## config.mk

```make
export PLATFORM = sky130hd
export DESIGN_NAME = vram_sync_sequencer_flat
export DESIGN_NICKNAME = d
export VERILOG_FILES = /design/src/rtl/vram_sync_sequencer_if.sv /design/src/rtl/vram_sync_sequencer.sv /design/src/flat_wrapper.sv
export SDC_FILE = /design/constraint.sdc
export NUM_CORES = 1
export LEC_CHECK = 0
export ABC_CLOCK_PERIOD_IN_PS = 2720
export CAP_MARGIN = 10
export CORE_AREA = 2 2 264 266
export DETAILED_ROUTE_END_ITERATION = 10
export DIE_AREA = 0 0 266 268
export SYNTH_ARGS = -nofsm -noshare
export SYNTH_HDL_FRONTEND = slang
export SYNTH_SLANG_ARGS = --single-unit
```

## constraint.sdc

```tcl
create_clock -name clk -period 2.72 [get_ports clk]
set_input_delay 0.544 -clock clk [delete_from_list [all_inputs] [get_ports clk]]
set_output_delay 0.544 -clock clk [all_outputs]
set_load 0.03 [all_outputs]
```

## src/rtl/vram_sync_sequencer_if.sv

```systemverilog
// Port bundle between the frame-sync VRAM copy sequencer and its RAMs/destination.
// master = environment side (drives requests and read data), slave = sequencer side.
interface vram_sync_sequencer_if;
  logic         sync_req;
  logic         halt;
  logic [10:0]  vram_addr_b;
  logic         vram_wren_b;
  logic [127:0] tilram_rddata_b;
  logic [127:0] patram_rddata_b;
  logic [127:0] palram_rddata_b;
  logic [127:0] sprram_rddata_b;
  logic [1:0]   dst_sel;
  logic [10:0]  dst_addr;
  logic [127:0] dst_wrdata;
  logic         dst_wren;
  logic         busy;
  logic         done;

  modport master (
    output sync_req, halt,
    output tilram_rddata_b, patram_rddata_b, palram_rddata_b, sprram_rddata_b,
    input  vram_addr_b, vram_wren_b,
    input  dst_sel, dst_addr, dst_wrdata, dst_wren, busy, done
  );

  modport slave (
    input  sync_req, halt,
    input  tilram_rddata_b, patram_rddata_b, palram_rddata_b, sprram_rddata_b,
    output vram_addr_b, vram_wren_b,
    output dst_sel, dst_addr, dst_wrdata, dst_wren, busy, done
  );
endinterface

```

## src/rtl/vram_sync_sequencer.sv

```systemverilog
// Copies the tile, pattern, palette and sprite RAMs to the destination on each
// frame-sync request, one 128-bit word per cycle, with halt back-pressure.
module vram_sync_sequencer (
  input  logic                  clk,
  input  logic                  rst,
  vram_sync_sequencer_if.slave  bus
);

  typedef enum logic [2:0] {IDLE, TIL, PAT, PAL, SPR, DONE} state_t;

  state_t      state_reg, state_next;
  logic [10:0] cnt_reg, cnt_next;
  logic        valid_reg, valid_next;
  logic [1:0]  sel_reg, sel_next;
  logic [10:0] addr_reg, addr_next;

  logic        copying;
  logic        issue;
  logic [10:0] last_addr;
  logic [1:0]  cur_sel;
  state_t      following;

  always_comb begin
    copying   = 1'b0;
    last_addr = 11'd0;
    cur_sel   = 2'd0;
    following = IDLE;
    case (state_reg)
      TIL: begin copying = 1'b1; last_addr = 11'd1023; cur_sel = 2'd0; following = PAT;  end
      PAT: begin copying = 1'b1; last_addr = 11'd2047; cur_sel = 2'd1; following = PAL;  end
      PAL: begin copying = 1'b1; last_addr = 11'd255;  cur_sel = 2'd2; following = SPR;  end
      SPR: begin copying = 1'b1; last_addr = 11'd31;   cur_sel = 2'd3; following = DONE; end
      default: ;
    endcase
  end

  // SPR parks the counter at 32 for one drain cycle so DONE follows the last write.
  assign issue = copying && !(state_reg == SPR && cnt_reg == 11'd32);

  always_comb begin
    state_next = state_reg;
    cnt_next   = cnt_reg;
    valid_next = valid_reg;
    sel_next   = sel_reg;
    addr_next  = addr_reg;
    case (state_reg)
      IDLE: begin
        cnt_next   = 11'd0;
        valid_next = 1'b0;
        sel_next   = 2'd0;
        addr_next  = 11'd0;
        if (bus.sync_req)
          state_next = TIL;
      end
      DONE: begin
        cnt_next   = 11'd0;
        valid_next = 1'b0;
        sel_next   = 2'd0;
        addr_next  = 11'd0;
        state_next = IDLE;
      end
      default: begin
        // Back-pressure only freezes the copy states; DONE always lasts one cycle.
        if (!bus.halt) begin
          valid_next = issue;
          sel_next   = issue ? cur_sel : 2'd0;
          addr_next  = issue ? cnt_reg : 11'd0;
          if (!issue) begin
            state_next = DONE;
            cnt_next   = 11'd0;
          end else if (cnt_reg == last_addr) begin
            if (state_reg == SPR) begin
              cnt_next = cnt_reg + 11'd1;
            end else begin
              cnt_next   = 11'd0;
              state_next = following;
            end
          end else begin
            cnt_next = cnt_reg + 11'd1;
          end
        end
      end
    endcase
  end

  always_ff @(posedge clk) begin
    if (rst) begin
      state_reg <= IDLE;
      cnt_reg   <= 11'd0;
      valid_reg <= 1'b0;
      sel_reg   <= 2'd0;
      addr_reg  <= 11'd0;
    end else begin
      state_reg <= state_next;
      cnt_reg   <= cnt_next;
      valid_reg <= valid_next;
      sel_reg   <= sel_next;
      addr_reg  <= addr_next;
    end
  end

  // While stalled, re-read the in-flight word so its data is fresh on release.
  always_comb begin
    if (!copying)
      bus.vram_addr_b = 11'd0;
    else if (bus.halt && valid_reg)
      bus.vram_addr_b = addr_reg;
    else
      bus.vram_addr_b = cnt_reg;
  end

  always_comb begin
    case (sel_reg)
      2'd0:    bus.dst_wrdata = bus.tilram_rddata_b;
      2'd1:    bus.dst_wrdata = bus.patram_rddata_b;
      2'd2:    bus.dst_wrdata = bus.palram_rddata_b;
      default: bus.dst_wrdata = bus.sprram_rddata_b;
    endcase
  end

  assign bus.vram_wren_b = 1'b0;
  assign bus.dst_wren    = valid_reg && !bus.halt;
  assign bus.dst_sel     = sel_reg;
  assign bus.dst_addr    = addr_reg;
  assign bus.busy        = copying;
  assign bus.done        = (state_reg == DONE);

endmodule

```

## src/flat_wrapper.sv

```systemverilog
// flat-port wrapper written by rule: the top's interface ports become plain ports
module vram_sync_sequencer_flat 
  (clk, rst, bus_sync_req, bus_halt, bus_tilram_rddata_b, bus_patram_rddata_b, bus_palram_rddata_b, bus_sprram_rddata_b, bus_vram_addr_b, bus_vram_wren_b, bus_dst_sel, bus_dst_addr, bus_dst_wrdata, bus_dst_wren, bus_busy, bus_done);
  vram_sync_sequencer_if bus_i ();
  input  logic clk;
  input  logic rst;
  input wire logic [$bits(bus_i.sync_req)-1:0] bus_sync_req;
  input wire logic [$bits(bus_i.halt)-1:0] bus_halt;
  input wire logic [$bits(bus_i.tilram_rddata_b)-1:0] bus_tilram_rddata_b;
  input wire logic [$bits(bus_i.patram_rddata_b)-1:0] bus_patram_rddata_b;
  input wire logic [$bits(bus_i.palram_rddata_b)-1:0] bus_palram_rddata_b;
  input wire logic [$bits(bus_i.sprram_rddata_b)-1:0] bus_sprram_rddata_b;
  output wire logic [$bits(bus_i.vram_addr_b)-1:0] bus_vram_addr_b;
  output wire logic [$bits(bus_i.vram_wren_b)-1:0] bus_vram_wren_b;
  output wire logic [$bits(bus_i.dst_sel)-1:0] bus_dst_sel;
  output wire logic [$bits(bus_i.dst_addr)-1:0] bus_dst_addr;
  output wire logic [$bits(bus_i.dst_wrdata)-1:0] bus_dst_wrdata;
  output wire logic [$bits(bus_i.dst_wren)-1:0] bus_dst_wren;
  output wire logic [$bits(bus_i.busy)-1:0] bus_busy;
  output wire logic [$bits(bus_i.done)-1:0] bus_done;
  assign bus_i.sync_req = bus_sync_req;
  assign bus_i.halt = bus_halt;
  assign bus_i.tilram_rddata_b = bus_tilram_rddata_b;
  assign bus_i.patram_rddata_b = bus_patram_rddata_b;
  assign bus_i.palram_rddata_b = bus_palram_rddata_b;
  assign bus_i.sprram_rddata_b = bus_sprram_rddata_b;
  assign bus_vram_addr_b = bus_i.vram_addr_b;
  assign bus_vram_wren_b = bus_i.vram_wren_b;
  assign bus_dst_sel = bus_i.dst_sel;
  assign bus_dst_addr = bus_i.dst_addr;
  assign bus_dst_wrdata = bus_i.dst_wrdata;
  assign bus_dst_wren = bus_i.dst_wren;
  assign bus_busy = bus_i.busy;
  assign bus_done = bus_i.done;
  vram_sync_sequencer u_core (.clk(clk), .rst(rst), .bus(bus_i));
endmodule
```

==> impl_metrics.py, run 1 <==
metrics = {
    "route": {
        "drt_first_pass_iters": 7,
        "ant_nets": 0,
        "routed_via_density": 3.82,
        "drt-initial-drc-count": 569,
        "wirelength_um": 72300,
        "drcViolationCount": 0,
        "wire_per_inst_um": 36.8,
        "num_vias": 7485,
    },
    "clock_network": {
        "cts_buffer_depth": 2,
        "postCtsHoldBufs": 0,
        "post_cts_buffers": 0,
        "clkTransAtPathRegs_ps": 80,
        "worstSkewPairLatency_ps": 270,
        "cts_tree": "built",
        "cts.sinks": 28,
        "cts_buffers": 3,
        "root_buffer": "clkbuf_16",
        "cts_htree_levels": 1,
        "ctsResizeCount": 40,
    },
    "power_and_ir_drop": {
        "internal_power_uw": 2010,
        "p_sw_share_pct": 40.3,
        "p_leak_uw": 0.00432,
        "p_clk_share_pct": 12.7,
        "combPwrFrac_pct": 74.0,
        "p_per_area_nw_per_um2": 264,
        "p_switching_uw": 1360,
        "vdd_drop_max_mv": 0.209,
        "p_seq_share_pct": 13.3,
    },
    "finish": {
        "stdcell_count": 1961,
        "fin_nets": 1564,
        "fin_util_pct": 18.7,
        "drive_above_1_share_pct": 23.7,
        "syn_to_final_growth_pct": 171,
        "finalInstanceArea_um2": 12700,
        "nFillCells": 7503,
    },
    "run_status": {
        "status": "finished, final reports clean",
    },
    "logic_synthesis": {
        "yosysTopAreaCellShare_pct": 61.3,
        "synth_area_um2": 4710,
        "synth.most_common_cell": "mux4_2",
        "yosys-top-cells-area": "mux4_2, dfxtp_1, nand2_1",
        "syn_nets": 909,
        "netlist_top_cells_count": "mux4_2, nand2_1, nor2_1",
        "yosys.area.top_type": "mux4_2",
        "ys_async_sr_fraction_pct": 0,
        "synth_top_flop_cell": "dfxtp_1",
        "ys_seq_elements": 28,
        "syn_avg_cell_area_um2": 12.0,
        "ys_types": 43,
        "synth_cells": 391,
        "yosysWarnings": 0,
        "synth_edf_count": 0,
        "seq_area_frac_synth_pct": 11.9,
    },
    "timing": {
        "slew_headroom_pct": 66.0,
        "fmax_mhz": 378,
        "min_period_over_period_pct": 97.3,
        "tns_ps": 0,
        "setup_violations": 0,
        "clock_skew_ps": 4.38,
        "finalHoldViolCount": 0,
        "rsz0062_at_grt": "no",
        "worst_slack_ps": 73.9,
        "drv_slew": 0,
        "tightest_slew_ps": 507,
        "period_needed_ps": 2650,
    },
    "critical_path": {
        "rr_worst_depth": 9,
        "critical_path_required_ps": 2180,
        "slowest_stage": "clkdlybuf4s50_1",
        "startpoint_type": "input pin",
        "crit_type": "in -> out",
        "critical-path-max-stage-delay_ps": 620,
        "cp_common_cell": "clkdlybuf4s50_1",
        "path_max_fanout": 1,
        "end_kind": "primary output",
        "cp_cell_sequence": "clkdlybuf4s50_1 > mux4_2 > clkdlybuf4s50_1",
        "cp.arrival_ps": 2100,
    },
    "die": {
        "die_y_um": 268,
        "io_pins": 672,
        "start_util_pct": 6.90,
        "die_area_um2": 71300,
        "coreArea_um2": 68200,
        "num_rows": 96,
        "die_w_um": 266,
    },
    "placement": {
        "port_buffers": 670,
        "dp_slack_ps": 31.6,
        "dp_hpwl_um": 67800,
        "dpl_cell_area_um2": 12500,
        "place_congestion": 0.851,
        "dp.cells": 1923,
    },
    "global_route": {
        "grt_pass1_vias": 7429,
        "grt_pass1_wl_um": 85900,
        "overflow": 0,
        "antenna_found_initial": 156,
        "grt_max_degree": 60,
        "grt_util_all_layers_pct": 19.2,
    },
    "run": {
        "max_cap_viol_count": 0,
    },
    "hold_path": {
        "hold_class": "reg -> reg",
        "whs_path_depth": 2,
    },
}
cell families (layout without fill, tap and decap cells):
family	after synthesis	after routing	share of synthesized area, %
mux	130	130	61.7
simple gates	113	113	11.1
buf+inv	54	708	5.16
compound gates	53	53	7.68
flops	28	28	11.9
xor+xnor	10	10	1.86
fa+ha+maj	2	2	0.532
other cells	1	35	0.0797
critical path, delay by kind of cell:
kind	cells	cell delay [ps]
buffers and inverters	2	1040
multiplexers	1	520
cells in the final DEF (no fill, tap or decap), types with 6 or more instances in the layout:
cell type,netlist,final
nor2_1,40,40
buf_4,2,88
dfxtp_1,28,26
a21oi_1,28,28
diode_2,0,34
clkdlybuf4s50_1,0,531
dlygate4sd2_1,0,40
inv_1,7,7
dlymetal6s2s_1,0,20
nor3_1,6,6
mux4_2,128,128
buf_12,0,16
nand2_1,40,40
metal layers:
metal	share of wire [%]	vias up	global-route usage, %	wire (um)
li1	-	2983	-	-
met1	32	3536	18.5	23400
met2	42	636	29.7	30500
met3	22	218	19.6	15700
met4	2.7	112	2.51	1960
met5	1.0	-	0	724
worst paths after layout:
check	from	end	slack, ps
max	bus_sprram_rddata_b[27]	bus_dst_wrdata[27]	70
min reg2reg	u_core.bus.dst_addr[8]	u_core.bus.dst_addr[8]	540
max reg2reg	u_core.cnt_reg[0]	u_core.cnt_reg[2]	660
min	u_core.bus.dst_addr[8]	u_core.bus.dst_addr[8]	540
power groups by stage:
stage	registers, uW	clock network, uW	logic, uW
after detailed placement	456	0	2540
after global routing	451	464	2630
after global placement	457	0	2530
after CTS	447	450	2520
final	447	426	2490
after floorplan	455	0	1090
cell type report:
type	count	area [um^2]	share of cell area [%]
inverters	7	26.3	0.206
multi-input cells	309	3900	30.6
repair buffers	697	6950	54.6
diodes	34	85.1	0.668
clock buffers	4	100	0.786
flip-flops and latches	28	568	4.46
well taps	882	1100	8.66
per-stage QoR:
step	hold slack [ps]	total power (uW)
2_1_floorplan	509	1550
3_3_place_gp	514	2990
3_5_place_dp	516	3000
4_1_cts	540	3420
5_1_grt	591	3540
6_report	538	3360
Note: power is estimated with default switching activity, not from simulation.
==> run 2: changes to the inputs <==
--- a/config.mk
+++ b/config.mk
@@ -10,6 +10,8 @@
 export CORE_AREA = 2 2 264 266
 export DETAILED_ROUTE_END_ITERATION = 10
 export DIE_AREA = 0 0 266 268
+export GPL_TIMING_DRIVEN = 0
+export MAX_ROUTING_LAYER = met4
 export SYNTH_ARGS = -nofsm -noshare
 export SYNTH_HDL_FRONTEND = slang
 export SYNTH_SLANG_ARGS = --single-unit
==> impl_metrics.py, run 2 (synthesized netlist as in run 1, its figures left out) <==
metrics = {
    "clock_network": {
        "cts_buffer_depth": 2,
        "cts_buffers": 3,
        "cts_htree_levels": 1,
        "root_buffer": "clkbuf_16",
        "clkTransAtPathRegs_ps": 80,
        "cts.sinks": 28,
        "worstSkewPairLatency_ps": 270,
        "cts_tree": "built",
        "post_cts_buffers": 0,
        "postCtsHoldBufs": 0,
    },
    "power_and_ir_drop": {
        "p_per_area_nw_per_um2": 260,
        "finalPower_uw": 3360,
        "vdd_drop_max_mv": 0.282,
        "p_leak_uw": 0.00424,
    },
    "global_route": {
        "grt_use_met2_pct": 30.6,
        "overflow": 0,
        "gr-max-usage-layer": "met2",
        "grt_util_all_layers_pct": 21.0,
        "grt_max_degree": 17,
        "grt_pass1_vias": 7722,
        "antenna_found_initial": 155,
        "grt_pass1_wl_um": 91000,
        "gr-usage-met3_pct": 17.7,
        "use_met1_pct": 21.6,
    },
    "finish": {
        "drive_above_1_share_pct": 20.3,
        "layout_common_cells": "clkdlybuf4s50_1, mux4_2, dlygate4sd2_1",
        "syn_to_final_growth_pct": 175,
        "layout_commonest_cell": "clkdlybuf4s50_1",
        "fin_nets": 1584,
    },
    "critical_path": {
        "cp.arrival_ps": 2130,
        "end_kind": "primary output",
        "critical_path_required_ps": 2180,
        "path_max_fanout": 10,
        "crit_type": "reg -> out",
        "startpoint_type": "flip-flop",
    },
    "run_status": {
        "status": "finished, final reports clean",
    },
    "route": {
        "wirelength_um": 76300,
        "drt-initial-drc-count": 446,
        "routed_via_density": 3.65,
        "drt_first_pass_iters": 5,
        "drcViolationCount": 0,
        "num_vias": 7466,
        "wire_per_inst_um": 37.3,
        "ant_nets": 0,
    },
    "placement": {
        "dp_hpwl_um": 71200,
        "port_buffers": 670,
        "place_congestion": 0.905,
    },
    "timing": {
        "slew_headroom_pct": 50.2,
        "rsz0062_at_grt": "yes",
        "drv_slew": 0,
        "setup_violations": 0,
        "clock_skew_ps": 2.15,
        "fmax_mhz": 374,
        "min_period_over_period_pct": 98.3,
        "period_needed_ps": 2670,
        "whs_ps": 541,
        "tightest_slew_ps": 750,
        "finalHoldViolCount": 0,
    },
    "run": {
        "max_cap_viol_count": 0,
    },
    "die": {
        "num_rows": 96,
        "coreArea_um2": 68200,
        "die_w_um": 266,
        "die_y_um": 268,
        "io_pins": 672,
        "die_area_um2": 71300,
        "start_util_pct": 6.90,
    },
    "hold_path": {
        "hold_class": "reg -> reg",
    },
}
[run 2: cell count changes in the layout (fill, tap and decap cells not counted), sizes merged]
cell	before	now
clkbuf	4	31
clkdlybuf4s50	531	534
buf	106	28
clkdlybuf4s15	0	20
bufinv	0	1
dlygate4sd2	40	105
diode	34	98
dlymetal6s2s	20	2
[run 2: metal layers]
metal / share of wire, % / vias up
met2: 42 / 647
li1: - / 3136
met5: 0 / -
met1: 34 / 3567
met3: 22 / 116
met4: 2.5 / 0
[run 2: final timing paths]
check	cells after the start	slack, ps	to	from
worst max-delay path	5	50	bus_vram_addr_b[10]	u_core.state_reg[0]
worst min-delay path	2	540	u_core.bus.dst_addr[10]	u_core.bus.dst_addr[10]
worst max register to register	6	470	u_core.bus.dst_addr[6]	u_core.state_reg[0]
worst min register to register	2	540	u_core.bus.dst_addr[10]	u_core.bus.dst_addr[10]
[run 2: metrics by stage]
stage               TNS (ps)  cell area [um^2]  instances  worst slack (ps)  util (%)
finish                     0             13000       2045              45.4      19.0
floorplan                  0              4710        391               352         -
global placement     -125210             12500       1943             -1360      18.3
detailed placement   -120430             12500       1944             -1360      18.4
CTS                     -680             12700       1948             -77.4      18.7
global route           -56.2             12900       2043             -36.0      19.0
[run 2: where the power goes]
group | switching (uW) | total [uW] | leakage, uW | internal [uW]
Sequential | 24.8 | 452 | 0.000227 | 427
Clock | 175 | 469 | 0.0000517 | 294
Combinational | 1190 | 2440 | 0.00396 | 1260
Total | 1380 | 3360 | 0.00424 | 1980
[run 2: cell type report]
class	count	area, um^2
fillers	7502	55300
repair buffers	671	6570
multi-input cells	309	3930
well taps	882	1100
flip-flops and latches	28	564
plain buffers	46	410
diodes	98	245
clock buffers	3	75.1
clock inverters	1	30.0
inverters	7	26.3
[run 2: worst max-delay path, cell delays in order (launching register included)]
cell and delay, ps:
dfxtp_1 440, buf_2 270, nor2_1 100, xnor2_2 190
a21oi_1 400, dlygate4sd2_1 460
[run 2: what timing repair did]
action	in CTS	in global routing
endpoints found under the hold margin	0	0
setup endpoints to repair	142	86
gates resized for setup	247	29
gates cloned	0	0
==> run 3: changes to the inputs <==
--- a/config.mk
+++ b/config.mk
@@ -6,10 +6,11 @@
 export NUM_CORES = 1
 export LEC_CHECK = 0
 export ABC_CLOCK_PERIOD_IN_PS = 2720
-export CAP_MARGIN = 10
+export CAP_MARGIN = 20
 export CORE_AREA = 2 2 264 266
 export DETAILED_ROUTE_END_ITERATION = 10
 export DIE_AREA = 0 0 266 268
+export GPL_ROUTABILITY_DRIVEN = 0
 export GPL_TIMING_DRIVEN = 0
 export MAX_ROUTING_LAYER = met4
 export SYNTH_ARGS = -nofsm -noshare
==> impl_metrics.py, run 3 (synthesized netlist as in run 1, its figures left out) <==
metrics = {
    "global_route": {
        "grt_pass1_vias": 7555,
        "grt_max_degree": 15,
        "antenna_found_initial": 156,
        "grt_pass1_wl_um": 88600,
        "overflow": 0,
        "grt_util_all_layers_pct": 20.5,
    },
    "timing": {
        "finalHoldViolCount": 0,
        "tightest_slew_ps": 766,
        "period_needed_ps": 2680,
        "drv_slew": 0,
        "rsz0062_at_grt": "yes",
        "tns_ps": 0,
        "fmax_mhz": 373,
        "setup_violations": 0,
        "slew_headroom_pct": 49.1,
        "min_period_over_period_pct": 98.5,
        "clock_skew_ps": 2.31,
    },
    "finish": {
        "finalInstanceArea_um2": 12800,
        "layout_common_cells": "clkdlybuf4s50_1, mux4_2, clkbuf_2",
        "syn_to_final_growth_pct": 171,
        "fin_util_pct": 18.7,
        "drive_above_1_share_pct": 25.5,
        "fin_nets": 1587,
        "nFillCells": 7502,
        "layout_commonest_cell": "clkdlybuf4s50_1",
    },
    "clock_network": {
        "cts_buffers": 3,
        "post_cts_buffers": 0,
        "cts_tree": "built",
        "cts_htree_levels": 1,
        "postCtsHoldBufs": 0,
        "cts_buffer_depth": 2,
        "cts.sinks": 28,
        "root_buffer": "clkbuf_16",
        "clkTransAtPathRegs_ps": 70,
        "worstSkewPairLatency_ps": 260,
    },
    "hold_path": {
        "whs_path_depth": 2,
        "hold_class": "reg -> reg",
        "hold_end": "u_core.cnt_reg[0]",
        "hold_start": "u_core.cnt_reg[0]",
    },
    "critical_path": {
        "cp.arrival_ps": 2140,
        "cp_cell_sequence": "clkbuf_8 > buf_16 > buf_6 > mux4_2 > dlygate4sd2_1",
        "crit_family": "buffers and inverters",
        "rr_worst_depth": 6,
        "end_kind": "primary output",
        "critical-path-max-stage-delay_ps": 510,
        "critical_path_required_ps": 2180,
        "startpoint_type": "flip-flop",
        "crit_type": "reg -> out",
        "slowest_stage": "mux4_2",
        "worstPathBufferInverterCount": 4,
        "r2r-start": "u_core.state_reg[0]",
        "path_max_fanout": 10,
        "r2r-end": "u_core.bus.dst_addr[5]",
        "r2r_slack_ps": 680,
    },
    "run": {
        "max_cap_viol_count": 0,
    },
    "die": {
        "num_rows": 96,
        "die_w_um": 266,
        "io_pins": 672,
        "coreArea_um2": 68200,
        "die_y_um": 268,
        "start_util_pct": 6.90,
        "die_area_um2": 71300,
    },
    "power_and_ir_drop": {
        "finalPower_uw": 3170,
        "vdd_drop_max_mv": 0.233,
        "p_leak_uw": 0.00418,
        "p_per_area_nw_per_um2": 248,
    },
    "placement": {
        "dp_hpwl_um": 70200,
        "port_buffers": 670,
        "dpl_cell_area_um2": 12600,
    },
    "route": {
        "drt_first_pass_iters": 5,
        "ant_nets": 0,
        "drt-initial-drc-count": 711,
        "routed_via_density": 3.72,
        "num_vias": 7602,
        "drcViolationCount": 0,
        "wire_per_inst_um": 36.5,
        "wirelength_um": 74500,
    },
    "run_status": {
        "status": "finished, final reports clean",
    },
}
==> run 3: power by group <==
part	total, uW	internal, uW	switching [uW]	leakage, uW
logic	2380	1240	1140	0.00391
clock network	341	196	145	0.0000376
registers	449	428	21.1	0.000226
==> run 3: stage by stage <==
| stage | hold WS, ps | cells | setup slack (ps) |
|---|---|---|---|
| 6_report | 568 | 2044 | 40.4 |
| 5_1_grt | 587 | 2037 | -41.6 |
| 4_1_cts | 562 | 1949 | -35.2 |
| 3_5_place_dp | 542 | 1946 | -1080 |
| 3_3_place_gp | 541 | 1943 | -1380 |
| 2_1_floorplan | 509 | 391 | 352 |
==> run 3: timing repair <==
item,in CTS,in global routing
gates resized for setup,301,97
gates cloned,0,0
endpoints found under the setup margin,142,72
hold endpoints to repair,0,0
==> run 3: final cells by class <==
cell class | instances | area (um^2) | share of cell area (%)
clock buffer | 3 | 75.1 | 0.588
inverter | 7 | 26.3 | 0.206
timing repair buffer | 673 | 6460 | 50.6
tap | 882 | 1100 | 8.65
multi-input combinational | 309 | 3910 | 30.6
antenna | 95 | 238 | 1.86
sequential | 28 | 562 | 4.40
buffer | 47 | 383 | 3.00
==> run 3: routing by layer <==
| layer | global-route usage [%] | up-vias | part of all wire (%) |
|---|---|---|---|
| met5 | - | - | 0 |
| met4 | 3.80 | 0 | 3.0 |
| met3 | 16.8 | 126 | 23 |
| met2 | 29.9 | 737 | 41 |
| met1 | 21.4 | 3592 | 33 |
| li1 | - | 3147 | - |
==> run 3: tightest hold or removal path: cells and delay by family (launching register included) <==
family | cells | cell delay [ps]
and+or+nand+nor | 1 | 90
AOI/OAI and AO/OA | 1 | 60
DFF | 1 | 370
==> run 3: worst max path at each step <==
stage	slack [ps]	startpoint	cells past startpoint	endpoint
after CTS	-40	u_core.bus.dst_sel[1]	5	bus_dst_wrdata[63]
after global placement	-1380	u_core.bus.dst_sel[1]	4	bus_dst_wrdata[63]
after global routing	-40	u_core.bus.dst_sel[0]	5	bus_dst_wrdata[46]
after detailed placement	-1080	bus_halt	7	bus_vram_addr_b[2]
after floorplan	350	u_core.bus.dst_sel[0]	3	bus_dst_wrdata[112]
final	40	u_core.bus.dst_sel[0]	5	bus_dst_wrdata[2]
